<file path="src/rtl/dec_onehot_pipe.sv">
// Registered select-code decoder (one-hot or thermometer) with a valid/ready
// handshake and a two-entry output buffer (output register plus skid register).
module dec_onehot_pipe #(
    parameter int SEL_W      = 3,
    parameter int OUT_W      = 8,
    parameter bit ACTIVE_LOW = 1'b0
) (
    input  logic             clk,
    input  logic             rst_n,
    input  logic             in_valid,
    output logic             in_ready,
    input  logic [SEL_W-1:0] sel,
    input  logic             en,
    input  logic             thermo,
    output logic             out_valid,
    input  logic             out_ready,
    output logic [OUT_W-1:0] dout,
    output logic             out_err,
    output logic             err_sticky
);

    typedef struct packed {
        logic [OUT_W-1:0] pat;
        logic             err;
    } word_t;

    localparam logic [OUT_W-1:0] IDLE   = ACTIVE_LOW ? {OUT_W{1'b1}} : {OUT_W{1'b0}};
    localparam word_t            IDLE_W = '{pat: IDLE, err: 1'b0};

    logic [31:0]      sel_ext;
    logic             in_range;
    logic [OUT_W-1:0] hot;
    word_t            dec_w;

    assign sel_ext  = 32'(sel);
    assign in_range = sel_ext < 32'(OUT_W);

    for (genvar i = 0; i < OUT_W; i++) begin : g_bit
        assign hot[i] = thermo ? (sel_ext >= 32'(i)) : (sel_ext == 32'(i));
    end

    // Polarity is applied to the final pattern only; the error flag stays true-high.
    always_comb begin
        dec_w.err = en & ~in_range;
        dec_w.pat = ((en & in_range) ? hot : {OUT_W{1'b0}}) ^ {OUT_W{ACTIVE_LOW}};
    end

    word_t out_q, skid_q;
    logic  out_vld, skid_vld, sticky;
    logic  accept, pop;

    assign accept = in_valid & ~skid_vld;
    assign pop    = out_vld & out_ready;

    always_ff @(posedge clk) begin
        if (!rst_n) begin
            out_vld  <= 1'b0;
            skid_vld <= 1'b0;
            out_q    <= IDLE_W;
            skid_q   <= IDLE_W;
            sticky   <= 1'b0;
        end else begin
            if (accept & dec_w.err)
                sticky <= 1'b1;
            // A full skid implies in_ready was low, so no accept competes with the refill.
            if (pop & skid_vld) begin
                out_q    <= skid_q;
                skid_vld <= 1'b0;
            end else if (accept & (~out_vld | pop)) begin
                out_q   <= dec_w;
                out_vld <= 1'b1;
            end else if (accept) begin
                skid_q   <= dec_w;
                skid_vld <= 1'b1;
            end else if (pop) begin
                out_q   <= IDLE_W;
                out_vld <= 1'b0;
            end
        end
    end

    assign in_ready   = ~skid_vld;
    assign out_valid  = out_vld;
    assign dout       = out_q.pat;
    assign out_err    = out_q.err;
    assign err_sticky = sticky;

endmodule

</file>
<file path="config.mk">
export PLATFORM = sky130hd
export DESIGN_NAME = dec_onehot_pipe
export DESIGN_NICKNAME = d
export VERILOG_FILES = /design/src/rtl/dec_onehot_pipe.sv
export SDC_FILE = /design/constraint.sdc
export NUM_CORES = 1
export LEC_CHECK = 0
export CORE_ASPECT_RATIO = 1.2
export CORE_MARGIN = 3
export CORE_UTILIZATION = 40
export CTS_CLUSTER_DIAMETER = 80
export DETAILED_ROUTE_END_ITERATION = 6
export SLEW_MARGIN = 20
export SYNTH_ARGS = -nofsm -noshare
export SYNTH_HDL_FRONTEND = slang
export SYNTH_SLANG_ARGS = --single-unit
</file>
<file path="constraint.sdc">
create_clock -name clk -period 1.96 [get_ports clk]
set_input_delay 0.588 -clock clk [delete_from_list [all_inputs] [get_ports clk]]
set_output_delay 0.588 -clock clk [all_outputs]
set_load 0.005 [all_outputs]
</file>
# After elaboration in Yosys (flattened, before gate mapping)
# Index checks and enable logic that the tools add are counted.
# op_classes
bitwise_logic,14
mux,16
magnitude_cmp,9
n_eq_ne,9
n_reduce_logical,8
# ops
cell,count
9-bit 2-to-1 mux,4
32-bit logical NOT,1
"3-bit == test, second input constant",4
"3-bit >= comparator, second input constant",4
1-bit 2-to-1 mux,11
8-bit 2-to-1 mux,1
1-bit bitwise AND,7
"3-bit by 2-bit == test with 1-bit output, second input constant",2
"3-bit by 1-bit >= comparator with 1-bit output, second input constant",2
"3-bit by 2-bit >= comparator with 1-bit output, second input constant",2
1-bit NOT,6
3-bit AND reduction,2
"3-bit by 4-bit < comparator with 1-bit output, second input constant",1
2-bit AND reduction,2
"3-bit by 1-bit == test with 1-bit output, second input constant",1
"3-bit by 1-bit inequality test with 1-bit output, second input constant",1
3-bit nonzero test,1
"2-bit by 1-bit inequality test with 1-bit output, second input constant",1
2-bit nonzero test,1
2-bit OR reduction,1
1-bit OR,1
# word_totals
ff_bits,21
output_inout_bits,12
inputBits,9
wordCells,63

# Logic depth before layout (Yosys ltp)
# depth
word_depth,5
mapped_depth,5
mapped_depth_nobuf,3

# Least setup slack after synthesis
# OpenSTA, ideal clock, no wires.
# synth_path
path_kind,in2reg
start,input sel[1]
end,"register out_q, in the netlist dout[5]"
required_ps,1836
setup_ps,124
slack_ps,627
cell_stages,4
arrival_ps,1209
cell_sequence,buf_2 > mux2_2 > nand4_1 > a21oi_1
# synth_via
elab_chain_len,5
elab_cells_between_ends,8
# synth_lines
element,line_no,rtl
"start, declared",12,"input logic [SEL_W-1:0] sel,"
"3-bit by 4-bit < comparator with 1-bit output, or another cell as far along",36,assign in_range = sel_ext < 32'(OUT_W);
1-bit bitwise AND / 1-bit 2-to-1 mux (equally long branches),"45, 39",
8-bit 2-to-1 mux *,45,dec_w.pat = ((en & in_range) ? hot : {OUT_W{1'b0}}) ^ {OUT_W{ACTIVE_LOW}};
9-bit 2-to-1 mux *,69,end else if (accept & (~out_vld | pop)) begin
9-bit 2-to-1 mux *,66,if (pop & skid_vld) begin
"end signal, assigned",67,out_q <= skid_q;
"end signal, assigned",70,out_q <= dec_w;
"end, declared",48,"word_t out_q, skid_q;"
# Every way passes the cells marked *; elsewhere a longest branch is shown, timed or not.
# A chain may end at the register's enable or synchronous reset.

# Worst setup path after layout
# layout_path
start,register skid_vld
end,output in_ready
# layout_via
elab_chain_len,1
# layout_lines
element,line_no,rtl
"start, declared",49,"logic out_vld, skid_vld, sticky;"
"start signal, assigned",58,skid_vld <= 1'b0;
"start signal, assigned",68,skid_vld <= 1'b0;
"start signal, assigned",74,skid_vld <= 1'b1;
1-bit NOT,82,assign in_ready = ~skid_vld;
"end, declared",11,"output logic in_ready,"
# Every way passes these cells.

==> run metrics <==
Via density around 5.6; number of flops mapped to enable cells by yosys 0; CTS tree done; H-tree Lvls 1; # resized after CTS 0; root buf cell clkbuf_4; max_cap viols 0; Min-Delay Path Class register to register; Leak roughly 0.45 nW; mean post-synth cell area 8.84 um^2; worst hold stages 2; Reg2Reg Depth 4; flops & latches, synth 18; net switching power between 0.2 and 0.25 mW; Commonest cells post-synth dfxtp_1, nand2_1, a21boi_1, a21oi_1; clock-pin slew on the worst setup and hold paths ~0.1 ns; Clock Path Buffers 2; cell area after synthesis a little over 0.001 mm^2; ys flop type dfxtp_1; die area around 0.0032 mm^2; Max Fclk approximately 570 MHz; cell taking the most area after synthesis dfxtp_1; dpl ws roughly 0.042 ns; min Tclk post-route approximately 1.8 ns; max-slew violations 0; Worst Path Max Fanout 2; Max VDD drop ~0.51 mV; Synth Instances approximately 120; clock latency on the worst-skew pair about 0.3 ns; RSZ-0062 raised after global routing no; Ports 21; Flop pwr share between 40% and 50%; proportion of synthesized chip area in sequential cells a little over a third; Hold Worst Slack around 0.46 ns; CTS Sinks 18; CP required between 1 and 1.5 ns; Initial Utilization a little over two fifths; final hold violations 0; Finished Layout Cells about 170; GP Congestion approximately 0.82; Netlist cell types 37; Crit path arrival time approximately 1.2 ns; status finished, final reports clean; final wirelength 2480 um; Startpoint Class register; diode count 0; Comb pwr share roughly a quarter; port buffer count 18; synth top area cells dfxtp_1, a21boi_1, o31ai_1, buf_4, o22ai_1; Pint about 0.60 mW; Post-synth ARST share 0%; routed length per instance between 10 and 15 um; area growth from synthesis to layout 23.0%; DR vias 935; Final Skew just under 0.007 ns; Die Span X roughly 52 um; Post-CTS Setup Bufs 0; post-route antenna net violation count 0; detailed-route DRC error count 0; Pre-antenna DRT Iters 4; initial antenna violation count 0; Setup Viol. Count Final 0; Die Y about 62 um; Clock power frac roughly 29%; Setup TNS 0 ns; reg2reg setup slack between 0.7 and 0.8 ns; HPWL Detailed 1690 um; 1st-iter DRT viols 11; largest net degree at the start of global routing 19; Switching Fraction between 20% and 30%; top cell type's share of synthesized area a little over a third; layout cells sized above 1 14.7%; period utilisation layout ~90%; power per cell area around 650 mW/mm^2; count leader, synth dfxtp_1; first-pass GRT wire length approximately 4300 um; critical path type register to primary output; vias in the first global route roughly 940; Nets 146; Worst setup EP type primary output; Rows 19; synthesis warning total 0; Hold Buf Count CTS 0; Placed Instances about 160; GRT Total Usage between 10% and 20%; gr ovfl total 0; TritonCTS Buffers 3; setup slack after layout roughly 0.20 ns; Core Region roughly 0.0024 mm^2
kinds of logic (layout without fill, tap and decap cells):
family	after synthesis	after routing	share of synthesized area, %
AOI/OAI and AO/OA	44	44	29.9
buffers and inverters	15	33	9.67
DFF	18	18	34.8
muxes	2	2	3.26
other	1	2	0.362
and+or+nand+nor	37	37	22.0
state kept, by name, summed over array words and instances, names as in the netlist:
register / flops
dout: 8
out_valid: 1
skid_vld: 1
skid_q: 8
worst max-delay path: stages (launching register included):
cell	delay, ns
dfxtp_1	0.32
inv_1	0.06
clkdlybuf4s50_1	0.49
area by class of cell:
type / count / area, um^2
inverters: 1 / 3.75
fillers: 246 / 1100
repair buffers: 28 / 255
multi-input cells: 85 / 578
flip-flops and latches: 18 / 360
clock buffers: 4 / 36.3
well taps: 31 / 38.8
power by group through the flow:
stage | logic, mW | registers, mW | clock network [mW]
final | 0.197 | 0.394 | 0.237
after global routing | 0.217 | 0.397 | 0.265
after CTS | 0.198 | 0.394 | 0.244
after detailed placement | 0.196 | 0.402 | 0
after global placement | 0.194 | 0.402 | 0
after floorplan | 0.116 | 0.405 | 0
routing by layer:
metal	wire length (um)	GRT usage, %
met1	1140	22.5
met2	1220	30.5
met3	84	2.39
met4	36	6.93
met5	0	0
through the flow:
stage,util [%],power (mW),area (um^2)
finish,53.5,0.828,1270
global route,53.5,0.878,1270
CTS,53.5,0.836,1270
detailed placement,52.0,0.598,1240
global placement,52.0,0.596,1240
floorplan,-,0.520,1040
path summary, 6_finish.rpt:
check	start	endpoint
worst max-delay path	skid_vld	in_ready
worst min-delay path	skid_q[7]	skid_q[7]
worst max register to register	out_valid	dout[5]
worst min register to register	skid_q[7]	skid_q[7]
cell usage in the layout, fill, tap and decap left out, types with 5 or more instances in the layout:
cell,instances
dfxtp_1,18
clkdlybuf4s50_1,18
nand2_1,10
buf_4,10
a21boi_1,9
a21oi_1,8
o22ai_1,7
o31ai_1,7
nand3_1,6
nand4_1,5
Note: power is estimated with default switching activity, not from simulation.
